--- config.mk ---
export PLATFORM = sky130hd
export DESIGN_NAME = control_unit
export DESIGN_NICKNAME = d
export VERILOG_FILES = /design/src/rtl/control_unit.sv
export SDC_FILE = /design/constraint.sdc
export NUM_CORES = 1
export LEC_CHECK = 0
export BUFFER_PORTS_ARGS = -buffer_cell sky130_fd_sc_hd__buf_2
export CORE_MARGIN = 4
export CORE_UTILIZATION = 38
export CTS_BUF_LIST = sky130_fd_sc_hd__clkbuf_16
export DETAILED_ROUTE_END_ITERATION = 6
export GPL_TIMING_DRIVEN = 0
export PLACE_DENSITY_LB_ADDON = 0.15
export RECOVER_POWER = 25
export SLEW_MARGIN = 30
export SYNTH_ARGS = -nofsm -noshare
export SYNTH_HDL_FRONTEND = slang
export SYNTH_SLANG_ARGS = --single-unit
--- constraint.sdc ---
create_clock -name clk -period 1.84 [get_ports clk]
set_clock_uncertainty 0.2 [all_clocks]
set_input_delay 0.184 -clock clk [delete_from_list [all_inputs] [get_ports clk]]
set_output_delay 0.184 -clock clk [all_outputs]
set_load 0.005 [all_outputs]
--- src/rtl/control_unit.sv ---
// Multi-cycle Moore control unit: fetch T0-T2, opcode-dependent execute T3-T7, IDLE/HALT.
// Define CONTROL_UNIT_MUL_DIV_EN to enable the mul/div execute sequence; otherwise those opcodes are illegal.
module control_unit (
  input  logic        clk,
  input  logic        clr,
  input  logic        start,
  input  logic [31:0] ir,
  output logic        pc_out,
  output logic        zlo_out,
  output logic        zhi_out,
  output logic        mdr_out,
  output logic        r_out,
  output logic        ba_out,
  output logic        c_sign_extended_out,
  output logic        mar_enable,
  output logic        mdr_enable,
  output logic        ir_enable,
  output logic        y_enable,
  output logic        z_enable,
  output logic        pc_enable,
  output logic        lo_enable,
  output logic        hi_enable,
  output logic        r_in,
  output logic        pc_increment,
  output logic        read,
  output logic        ram_write,
  output logic        gra,
  output logic        grb,
  output logic        grc,
  output logic [4:0]  alu_op,
  output logic        running,
  output logic        illegal
);

`ifdef CONTROL_UNIT_MUL_DIV_EN
  localparam bit MULDIV_EN = 1'b1;
`else
  localparam bit MULDIV_EN = 1'b0;
`endif

  localparam logic [4:0] OP_ADD = 5'd3;

  typedef enum logic [3:0] {
    S_IDLE, S_T0, S_T1, S_T2, S_T3, S_T4, S_T5, S_T6, S_T7, S_HALT
  } state_t;

  typedef enum logic [2:0] {
    C_LD, C_LDI, C_ST, C_RTYPE, C_IMM, C_UNARY, C_MULDIV, C_ILLEGAL
  } class_t;

  state_t     r_state;
  state_t     w_state_next;
  state_t     w_last;
  class_t     w_cls;
  logic [4:0] r_opcode;
  logic       w_unused_ir;

  // Only the opcode field is consumed here; register fields are decoded by the datapath.
  assign w_unused_ir = ^ir[26:0];

  always_ff @(posedge clk or negedge clr) begin
    if (!clr) begin
      r_state  <= S_IDLE;
      r_opcode <= 5'd0;
    end else begin
      r_state <= w_state_next;
      if (r_state == S_T2)
        r_opcode <= ir[31:27];
    end
  end

  always_comb begin
    w_cls = C_ILLEGAL;
    if (r_opcode == 5'd0)
      w_cls = C_LD;
    else if (r_opcode == 5'd1)
      w_cls = C_LDI;
    else if (r_opcode == 5'd2)
      w_cls = C_ST;
    else if (r_opcode >= 5'd3 && r_opcode <= 5'd11)
      w_cls = C_RTYPE;
    else if (r_opcode >= 5'd12 && r_opcode <= 5'd14)
      w_cls = C_IMM;
    else if (r_opcode == 5'd17 || r_opcode == 5'd18)
      w_cls = C_UNARY;
    else if (MULDIV_EN && (r_opcode == 5'd15 || r_opcode == 5'd16))
      w_cls = C_MULDIV;
  end

  always_comb begin
    case (w_cls)
      C_LD, C_ST:             w_last = S_T7;
      C_LDI, C_RTYPE, C_IMM:  w_last = S_T5;
      C_UNARY:                w_last = S_T4;
      C_MULDIV:               w_last = S_T6;
      default:                w_last = S_T3;
    endcase
  end

  always_comb begin
    w_state_next = r_state;
    case (r_state)
      S_IDLE: w_state_next = start ? S_T0 : S_IDLE;
      S_T0:   w_state_next = S_T1;
      S_T1:   w_state_next = S_T2;
      S_T2:   w_state_next = S_T3;
      S_HALT: w_state_next = S_HALT;
      default: begin
        if (w_cls == C_ILLEGAL)
          w_state_next = S_HALT;
        else if (r_state == w_last)
          w_state_next = start ? S_T0 : S_IDLE;
        else
          w_state_next = state_t'(r_state + 4'd1);
      end
    endcase
  end

  always_comb begin
    {pc_out, zlo_out, zhi_out, mdr_out, r_out, ba_out, c_sign_extended_out} = '0;
    {mar_enable, mdr_enable, ir_enable, y_enable, z_enable, pc_enable} = '0;
    {lo_enable, hi_enable, r_in, pc_increment, read, ram_write} = '0;
    {gra, grb, grc, illegal} = '0;
    running = (r_state != S_IDLE) && (r_state != S_HALT);
    alu_op  = running ? OP_ADD : 5'd0;
    // Arithmetic classes pass their own opcode to the ALU for the whole execute phase.
    if (r_state >= S_T3 && r_state <= S_T7 &&
        (w_cls == C_RTYPE || w_cls == C_IMM || w_cls == C_UNARY || w_cls == C_MULDIV))
      alu_op = r_opcode;
    case (r_state)
      S_T0: {pc_out, mar_enable, pc_increment, z_enable} = '1;
      S_T1: {zlo_out, pc_enable, read, mdr_enable} = '1;
      S_T2: {mdr_out, ir_enable} = '1;
      S_T3: begin
        case (w_cls)
          C_LD, C_LDI, C_ST:  {grb, ba_out, y_enable} = '1;
          C_RTYPE, C_IMM:     {grb, r_out, y_enable} = '1;
          C_UNARY:            {grb, r_out, z_enable} = '1;
          C_MULDIV:           {gra, r_out, y_enable} = '1;
          default:            illegal = 1'b1;
        endcase
      end
      S_T4: begin
        case (w_cls)
          C_LD, C_LDI, C_ST, C_IMM: {c_sign_extended_out, z_enable} = '1;
          C_RTYPE:                  {grc, r_out, z_enable} = '1;
          C_UNARY:                  {zlo_out, gra, r_in} = '1;
          C_MULDIV:                 {grb, r_out, z_enable} = '1;
          default:                  ;
        endcase
      end
      S_T5: begin
        case (w_cls)
          C_LD, C_ST:              {zlo_out, mar_enable} = '1;
          C_LDI, C_RTYPE, C_IMM:   {zlo_out, gra, r_in} = '1;
          C_MULDIV:                {zlo_out, lo_enable} = '1;
          default:                 ;
        endcase
      end
      S_T6: begin
        case (w_cls)
          C_LD:     {read, mdr_enable} = '1;
          C_ST:     {gra, r_out, mdr_enable} = '1;
          C_MULDIV: {zhi_out, hi_enable} = '1;
          default:  ;
        endcase
      end
      S_T7: begin
        case (w_cls)
          C_LD:    {mdr_out, gra, r_in} = '1;
          C_ST:    ram_write = 1'b1;
          default: ;
        endcase
      end
      default: ;
    endcase
  end

endmodule
==> run_results.csv, run 1 <==
group,metric,value,unit
outcome,outcome,"finished with violations",
outcome,failed_checks,"setup timing",
layout,fin_nets,251,
clock_network,h-tree-depth,1,
timing,fmax,450,MHz
placement,place_area,0.00125,sq mm
floorplanning,start_util,40.4,%
route,dr.pass1.iters,5,
route,drc_errors,0,
route,wl_per_cell,18.5,um
worst_setup_path,worstPathRequired,1.46,ns
clock_network,cts_buffers,3,
floorplanning,core_area,0.00252,sq mm
clock_network,cts_buffer_depth,2,
power_and_ir_drop,powerDensity,2010,mW/mm^2
worst_hold_path,hold_path_class,"input port to register",
floorplanning,row_count,18,
route,dr.first_iter.drc_count,130,
floorplanning,die_height,59.8,um
grt,antenna_found_initial,0,
placement,globalplace.congestion,0.818,
layout,antenna_cells,0,
placement,port_buffers,33,
timing,hold_viol,0,
clock_network,clock_sinks,9,
layout,area_delta_synth_final,103,%
yosys,synth-edff-count,0,
timing,final.min_clock_period,2.22,ns
yosys,synth.top_cell.area_share,22.1,%
worst_setup_path,critPathMaxFanout,8,
timing,setup_ws,-0.380,ns
yosys,yosys.area.top_type,"dfrtp_1",
grt,grt_pass1_wl,6040,um
route,postRouteAntennaNets,0,
timing,finalMaxSlewViolations,0,
floorplanning,io_pins,64,
grt,grt_pass1_vias,1277,
yosys,ys_seq_area_share,22.1,%
timing,holdWs,0.164,ns
yosys,yosys_warnings,0,
clock_network,clk_latency,0.24,ns
layout,drive_gt1_share,72.5,%
clock_network,path_clk_slew,0.04,ns
floorplanning,die_area,0.00357,sq mm
route,vias_per_cell,5.61,
yosys,synth-main-ff-cell,"dfrtp_1",
timing,rsz0062_at_grt,"yes",
layout,finalInstanceArea,0.00207,sq mm
timing,setup_viol,23,
clock_network,cts_tree,"yes",
job,max_cap_violations,0,
power_and_ir_drop,peakVddDrop,1.56,mV
worst_setup_path,critPathLaunchType,"register",
timing,period_share,121,%
grt,groute.usage.overall,22.2,%
worst_setup_path,endpoint_kind,"primary output",
yosys,synth_cell_type_count,47,
worst_setup_path,worstPathArrival,1.84,ns
floorplanning,chipWidth,59.8,um
yosys,synthArstFlopShare,100,%
clock_network,root_buffer,"clkbuf_16",
yosys,yosys-top-cells-area,"dfrtp_1 (22%), mux2_2 (5.5%), ha_1 (4.9%)",
yosys,syn_inst,124,
yosys,synth.cell_area,0.00102,sq mm
grt,grt_max_degree,11,
power_and_ir_drop,p_leak,1.00,nW
yosys,synth_seq_cells,9,
placement,place_ws,-0.272,ns
route,route.vias.total,1351,
route,postRouteWirelength,4450,um
worst_setup_path,timing_worst_setup_path_type,"register to primary output",
yosys,avgSynthCellArea,8.21,sq um
grt,gr-total-overflow,0,
placement,dp_hpwl,2180,um
[final cells by class]
type,count,area [sq um]
clock buffers,3,75.1
multi-input cells,98,957
repair buffers,82,629
flip-flops and latches,9,233
plain buffers,9,90.1
clock inverters,1,5.00
inverters,9,41.3
fillers,141,454
well taps,30,37.5
[routing by layer]
layer	vias up	global-route usage, %	part of all wire [%]
met4	0	11.1	2.7
li1	609	-	-
met1	665	27.7	40
met5	-	0	0
met3	14	3.02	5.2
met2	63	36.9	52
[sequential cells by signal (all words and copies together), names as in the netlist]
name and count:
r_state 4, r_opcode 5
[path summary, 6_finish.rpt]
kind | depth (start not counted) | slack (ns) | to | start
hold reg to reg | 2 | 0.53 | r_opcode[4] | r_opcode[4]
min in group asynchronous | 2 | 0.22 | r_opcode[3] | clr
setup / recovery | 7 | -0.38 | alu_op[0] | r_opcode[2]
max in group asynchronous | 2 | 0.86 | r_opcode[4] | clr
setup reg to reg | 9 | -0.37 | r_state[0] | r_opcode[0]
hold / removal | 3 | 0.16 | r_state[0] | start
[critical path, stage by stage (launching register included)]
cell	delay (ns)
dfrtp_1	0.40
buf_6	0.15
and3_4	0.19
o21ai_4	0.15
nand3_4	0.10
nor2_4	0.17
mux2_4	0.32
buf_6	0.11
[where the power goes]
| group | internal, mW | switching, mW |
|---|---|---|
| Combinational | 1.70 | 1.64 |
| Sequential | 0.309 | 0.111 |
| Clock | 0.287 | 0.101 |
[stage by stage]
step / std cells / utilization [%] / setup TNS [ns] / total power [mW]
after global placement: 189 / 49.8 / -1.69 / 2.02
final: 241 / 82.0 / -5.18 / 4.16
after detailed placement: 189 / 49.8 / -1.86 / 2.04
after global routing: 241 / 82.0 / -6.56 / 4.38
after CTS: 230 / 71.2 / -3.41 / 3.39
after floorplan: 126 / - / -0.0208 / 1.62
[cell usage after synthesis (2+ instances only)]
| cell | instances |
|---|---|
| nand3_1 | 5 |
| nor4_1 | 2 |
| ha_1 | 4 |
| nor2_1 | 10 |
| mux2i_1 | 3 |
| buf_6 | 2 |
| and2_1 | 2 |
| nor3_1 | 6 |
| nand2b_1 | 2 |
| o21ai_0 | 8 |
| nand2_2 | 2 |
| dfrtp_1 | 9 |
| inv_1 | 8 |
| xnor2_1 | 2 |
| nand2_1 | 13 |
| mux2_2 | 5 |
| and2_2 | 2 |
| buf_4 | 6 |
| a31oi_1 | 2 |
| a21oi_1 | 3 |
| xor2_1 | 2 |
[cell usage in the layout (no fill, tap or decap), types with 3 or more instances in the layout]
master         Yosys  layout
nor2_4             1       4
dfrtp_1            9       3
nor2_2             0       3
clkbuf_16          0       3
inv_1              8       5
mux2_2             5       4
nor2_1            10       4
nand2_4            0       4
o21ai_1            0       4
dfrtp_2            0       6
conb_1             1       3
nand3_1            5       3
dlygate4sd3_1      0       6
nand2_2            2       4
a21oi_1            3       3
buf_6              2      24
buf_4              6      30
nand2_1           13       6
buf_2              1      29
[logic make-up (layout without fill, tap and decap cells)]
group	after synthesis	count (layout)	share of synthesized area (%)
buffers and inverters	19	104	11.8
adder cells (fa/ha/maj)	4	4	4.91
AND/OR/NAND/NOR	52	52	26.8
AO/OA/AOI/OAI	26	26	21.0
XOR/XNOR	4	4	3.44
multiplexers	9	9	9.58
flip-flops	9	9	22.1
other	1	3	0.368
[timing repair]
action / 4_1_cts / 5_1_grt
pin swaps: 17 / 25
gates resized for setup: 45 / 49
hold buffers: 6 / 0
setup endpoints to repair: 24 / 29
hold endpoints to repair: 14 / 0
setup buffers: 34 / 14
(Power assumes the default switching activity.)
==> inputs of run 2 (changes only) <==
TNS_END_PERCENT = 50   (was default)
==> run_results.csv, run 2 (same netlist as run 1, synthesis figures left out) <==
group,metric,value,unit
power_and_ir_drop,peakVddDrop,1.23,mV
layout,area_delta_synth_final,78.0,%
clock_network,cts_buffers,3,
timing,rsz0062_at_grt,"yes",
grt,antenna_found_initial,0,
clock_network,path_clk_slew,0.04,ns
route,dr.pass1.iters,4,
layout,multi_input_area,882,sq um
route,drc_errors,0,
layout,finalInstanceArea,0.00181,sq mm
placement,place_area,0.00125,sq mm
layout,antenna_cells,0,
placement,globalplace.congestion,0.815,
worst_setup_path,crit_chain,"buf_6 > and3_4 > o21ai_4 > nand3_4 > nor2_4 > mux2_4 > buf_6",
grt,grt_max_degree,11,
route,vias_per_cell,5.32,
worst_setup_path,worstPathArrival,1.84,ns
worst_setup_path,path_common_cell,"buf_6",
clock_network,clock_sinks,9,
timing,hold_viol,0,
clock_network,root_buffer,"clkbuf_16",
floorplanning,die_height,59.8,um
grt,gr-total-overflow,0,
worst_setup_path,crit_slowest_cell,"dfrtp_1",
layout,largest-register,"r_opcode",
timing,timing.max_slew.rel_slack,64.9,%
clock_network,clk_latency,0.23,ns
layout,layout_common_cells,"buf_2 (31), buf_4 (27), buf_6 (10), nand2_1 (8)",
grt,groute.usage.overall,20.0,%
layout,layout.cells.non_filler,226,
timing,period_share,121,%
route,wl_per_cell,15.7,um
layout,seqCellArea,229,sq um
route,postRouteAntennaNets,0,
floorplanning,core_area,0.00252,sq mm
grt,grt_pass1_vias,1135,
floorplanning,die_area,0.00357,sq mm
layout,finish.utilization,71.9,%
worst_setup_path,critPathLaunchType,"register",
layout,n_fill_cell,204,
timing,fmax,449,MHz
clock_network,h-tree-depth,1,
floorplanning,row_count,18,
worst_setup_path,timing_worst_setup_path_type,"register to primary output",
route,dr.first_iter.drc_count,56,
floorplanning,io_pins,64,
worst_setup_path,crit_family,"simple AND/OR/NAND/NOR gates",
worst_setup_path,worstPathRequired,1.46,ns
grt,grt_pass1_wl,5400,um
placement,dp.cells,189,
timing,worst_slew_pin_slew,0.526,ns
clock_network,cts_tree,"yes",
placement,dp_hpwl,2170,um
job,max_cap_violations,0,
worst_setup_path,endpoint_kind,"primary output",
route,route.vias.total,1202,
layout,largest_register_ffs,5,
power_and_ir_drop,powerDensity,1900,mW/mm^2
route,postRouteWirelength,3540,um
layout,drive_gt1_share,63.8,%
floorplanning,chipWidth,59.8,um
timing,final.min_clock_period,2.23,ns
worst_hold_path,hold_path_class,"input port to register",
clock_network,cts_buffer_depth,2,
placement,port_buffers,33,
floorplanning,start_util,40.4,%
layout,layout_commonest_cell,"buf_2",
layout,reg_top3,"r_opcode: 5 flops, r_state: 4 flops",
outcome,failed_checks,"setup timing",
worst_setup_path,critPathMaxFanout,5,
power_and_ir_drop,p_leak,0.907,nW
worst_setup_path,max_stage_delay,0.42,ns
timing,setup_ws,-0.389,ns
timing,setup_viol,19,
layout,fin_nets,236,
outcome,outcome,"finished with violations",
timing,finalMaxSlewViolations,0,
placement,place_ws,-0.295,ns
worst_setup_path,cp_num_buf_inv,2,
[run 2: final timing paths]
kind	end	slack [ns]	depth (start not counted)	from
worst max-delay path	alu_op[0]	-0.39	7	r_opcode[0]
worst min-delay path	r_state[0]	0.11	3	start
worst max register to register	r_state[0]	-0.21	6	r_opcode[0]
worst min register to register	r_opcode[2]	0.49	2	r_opcode[2]
max in group asynchronous	r_state[2]	0.82	2	clr
min in group asynchronous	r_opcode[3]	0.23	2	clr
[run 2: report_power, final]
| part | switching, mW | leakage, nW | internal, mW |
|---|---|---|---|
| logic | 1.36 | 0.762 | 1.29 |
| clock network | 0.0937 | 0.0409 | 0.286 |
| registers | 0.107 | 0.104 | 0.303 |
[run 2: layout make-up]
cell class	instances	share of cell area (%)
buffer	10	5.52
tap	30	2.07
clock inverter	1	0.276
multi-input combinational	98	48.7
timing repair buffer	66	24.7
sequential	9	12.6
clock buffer	3	4.14
inverter	9	2.00
[run 2: layer usage]
| metal | vias to the layer above | wire length (um) | GRT usage, % |
|---|---|---|---|
| met4 | 0 | 87 | 8.54 |
| met5 | - | 0 | 0 |
| li1 | 572 | - | - |
| met2 | 46 | 1780 | 35.2 |
| met3 | 9 | 235 | 1.94 |
| met1 | 575 | 1430 | 24.6 |
[run 2: timing repair]
item                                    4_1_cts  5_1_grt
endpoints found under the hold margin        14        0
cloned                                        1        0
gates resized for setup                      42       19
pin swaps                                    13       10
buffers inserted                             22        4
endpoints found under the setup margin       23       26
hold buffers                                  6        0
[run 2: worst min-delay path: stages]
cell     delay, ns
buf_2         0.09
mux2i_1       0.07
a31oi_1       0.15
[run 2: per-stage QoR]
stage	power [mW]	setup TNS (ns)	hold WS, ns
4_1_cts	3.12	-2.73	0.0852
3_5_place_dp	2.01	-1.83	-0.149
2_1_floorplan	1.59	-0.0668	-0.312
5_1_grt	3.64	-5.61	0.107
6_report	3.44	-3.88	0.107
3_3_place_gp	1.98	-1.59	-0.154
==> inputs of run 3 (changes only) <==
REMOVE_ABC_BUFFERS = 1   (was default)
SLEW_MARGIN = 10   (was 30)
==> run_results.csv, run 3 (same netlist as run 1, synthesis figures left out) <==
group,metric,value,unit
route,postRouteAntennaNets,0,
worst_setup_path,reg2reg_depth,6,
floorplanning,die_height,59.8,um
timing,final.min_clock_period,2.19,ns
worst_setup_path,worstPathRequired,1.46,ns
clock_network,clock_sinks,9,
worst_setup_path,reg2reg_from,"r_opcode[1]",
timing,holdWs,0.138,ns
route,drc_errors,0,
timing,setup_ws,-0.352,ns
timing,setup_viol,20,
clock_network,h-tree-depth,1,
worst_hold_path,hp-start,"start",
worst_setup_path,crit_family,"simple AND/OR/NAND/NOR gates",
route,vias_per_cell,5.50,
route,wl_per_cell,16.1,um
grt,groute.usage.overall,17.5,%
worst_setup_path,r2r_slack,-0.25,ns
worst_setup_path,timing_worst_setup_path_type,"register to primary output",
grt,grt_max_degree,11,
timing,timing.max_slew.rel_slack,66.2,%
layout,fin_nets,230,
worst_hold_path,hold_path_class,"input port to register",
power_and_ir_drop,switchingPower,1.47,mW
clock_network,cts_buffers,3,
worst_setup_path,critPathLaunchType,"register",
worst_hold_path,min_to,"r_state[0]",
power_and_ir_drop,peakVddDrop,1.44,mV
worst_setup_path,critPathMaxFanout,8,
clock_network,root_buffer,"clkbuf_16",
layout,layout_common_cells,"buf_2 (30), buf_4 (21), nand2_1 (10), buf_6 (10), dfrtp_2 (9)",
power_and_ir_drop,p_leak,0.869,nW
placement,globalplace.congestion,0.783,
worst_setup_path,cp_num_buf_inv,1,
layout,area_delta_synth_final,71.6,%
floorplanning,chipWidth,59.8,um
grt,grt_pass1_vias,1024,
worst_setup_path,crit_chain,"and3_4 > o21ai_4 > nand3_2 > nor2_4 > mux2_4 > buf_6",
worst_setup_path,crit_slowest_cell,"dfrtp_2",
grt,grt_pass1_wl,4850,um
clock_network,clk_latency,0.23,ns
grt,gr-total-overflow,0,
power_and_ir_drop,clock_power_share,11.3,%
floorplanning,start_util,40.4,%
layout,largest-register,"r_opcode",
power_and_ir_drop,combPwrFrac,72.0,%
floorplanning,io_pins,64,
floorplanning,die_area,0.00357,sq mm
route,postRouteWirelength,3550,um
clock_network,cts_tree,"yes",
layout,largest_register_ffs,5,
clock_network,path_clk_slew,0.04,ns
power_and_ir_drop,switching_share,45.0,%
timing,fmax,456,MHz
timing,period_share,119,%
clock_network,cts_buffer_depth,2,
grt,antenna_found_initial,0,
power_and_ir_drop,sequentialPowerShare,16.6,%
placement,dp_hpwl,2050,um
placement,port_buffers,33,
layout,finish.utilization,69.3,%
layout,seqCellArea,236,sq um
layout,layout_commonest_cell,"buf_2",
timing,finalMaxSlewViolations,0,
layout,reg_top3,"r_opcode: 5 flops, r_state: 4 flops",
floorplanning,core_area,0.00252,sq mm
route,route.vias.total,1210,
timing,worst_slew_pin_slew,0.506,ns
layout,antenna_cells,0,
worst_setup_path,r2r_end,"r_state[2]",
worst_setup_path,endpoint_kind,"primary output",
placement,place_ws,-0.470,ns
route,dr.pass1.iters,4,
floorplanning,row_count,18,
layout,multi_input_area,850,sq um
power_and_ir_drop,intPower,1.80,mW
worst_hold_path,min_delay_path_depth,3,
timing,rsz0062_at_grt,"yes",
worst_setup_path,max_stage_delay,0.46,ns
power_and_ir_drop,powerDensity,1870,mW/mm^2
layout,n_fill_cell,200,
layout,drive_gt1_share,64.7,%
worst_setup_path,cp.depth,6,
power_and_ir_drop,fin_total_pwr,3.27,mW
route,dr.first_iter.drc_count,47,
outcome,failed_checks,"setup timing",
outcome,outcome,"finished with violations",
worst_setup_path,worstPathArrival,1.81,ns
timing,hold_viol,0,
job,max_cap_violations,0,
run 3: cell count changes in the layout (fill, tap and decap cells not counted), sizes merged:
cell    delta
buf        -6
clkinv     -1
inv        +1
run 3: worst max path at each step:
| stage | slack, ns | to | from |
|---|---|---|---|
| finish | -0.35 | alu_op[0] | r_opcode[1] |
| global route | -0.41 | alu_op[0] | r_opcode[1] |
| CTS | -0.31 | alu_op[0] | r_opcode[2] |
| detailed placement | -0.47 | r_state[2] | r_opcode[3] |
| global placement | -0.50 | r_state[2] | r_opcode[3] |
| floorplan | -0.27 | r_state[2] | r_opcode[3] |
run 3: what timing repair did:
item,in CTS,in global routing
gates cloned,0,0
setup endpoints to repair,26,31
buffers inserted,16,15
endpoints found under the hold margin,14,0
hold buffers,6,0
pin swaps,2,17
gates resized for setup,28,39
run 3: per-layer routing:
metal  global-route usage [%]  share of wire (%)  vias to the layer above
li1                         -                  -                      562
met4                     6.01                1.4                        0
met1                     22.5                 40                      585
met3                     2.16                6.8                        8
met5                        0                  0                        -
met2                     29.9                 52                       55
run 3: through the flow:
step | setup TNS (ns) | area [sq um] | std cells
after global placement | -2.82 | 1140 | 179
final | -3.75 | 1750 | 220
after global routing | -5.23 | 1750 | 220
after detailed placement | -2.74 | 1140 | 179
after CTS | -2.88 | 1490 | 205
after floorplan | -0.598 | 940 | 116
run 3: power groups by stage:
stage	combinational, mW	sequential, mW	clock (mW)
final	2.35	0.543	0.369
after CTS	1.79	0.519	0.376
after global placement	1.23	0.562	0
after global routing	2.54	0.564	0.389
after floorplan	0.919	0.490	0
after detailed placement	1.25	0.567	0
run 3: final cells by class:
cell class                      instances  share of cell area (%)
Multi-Input combinational cell         98                    48.6
Sequential cell                         9                    13.5
Clock buffer                            3                    4.29
Timing Repair Buffer                   70                    29.1
Inverter                                9                    2.08
Tap cell                               30                    2.15
Clock inverter                          1                   0.215
run 3: tightest hold or removal path, delay by kind of cell:
family | cells | cell delay (ns)
buf+inv | 1 | 0.09
compound gates | 1 | 0.17
mux | 1 | 0.06
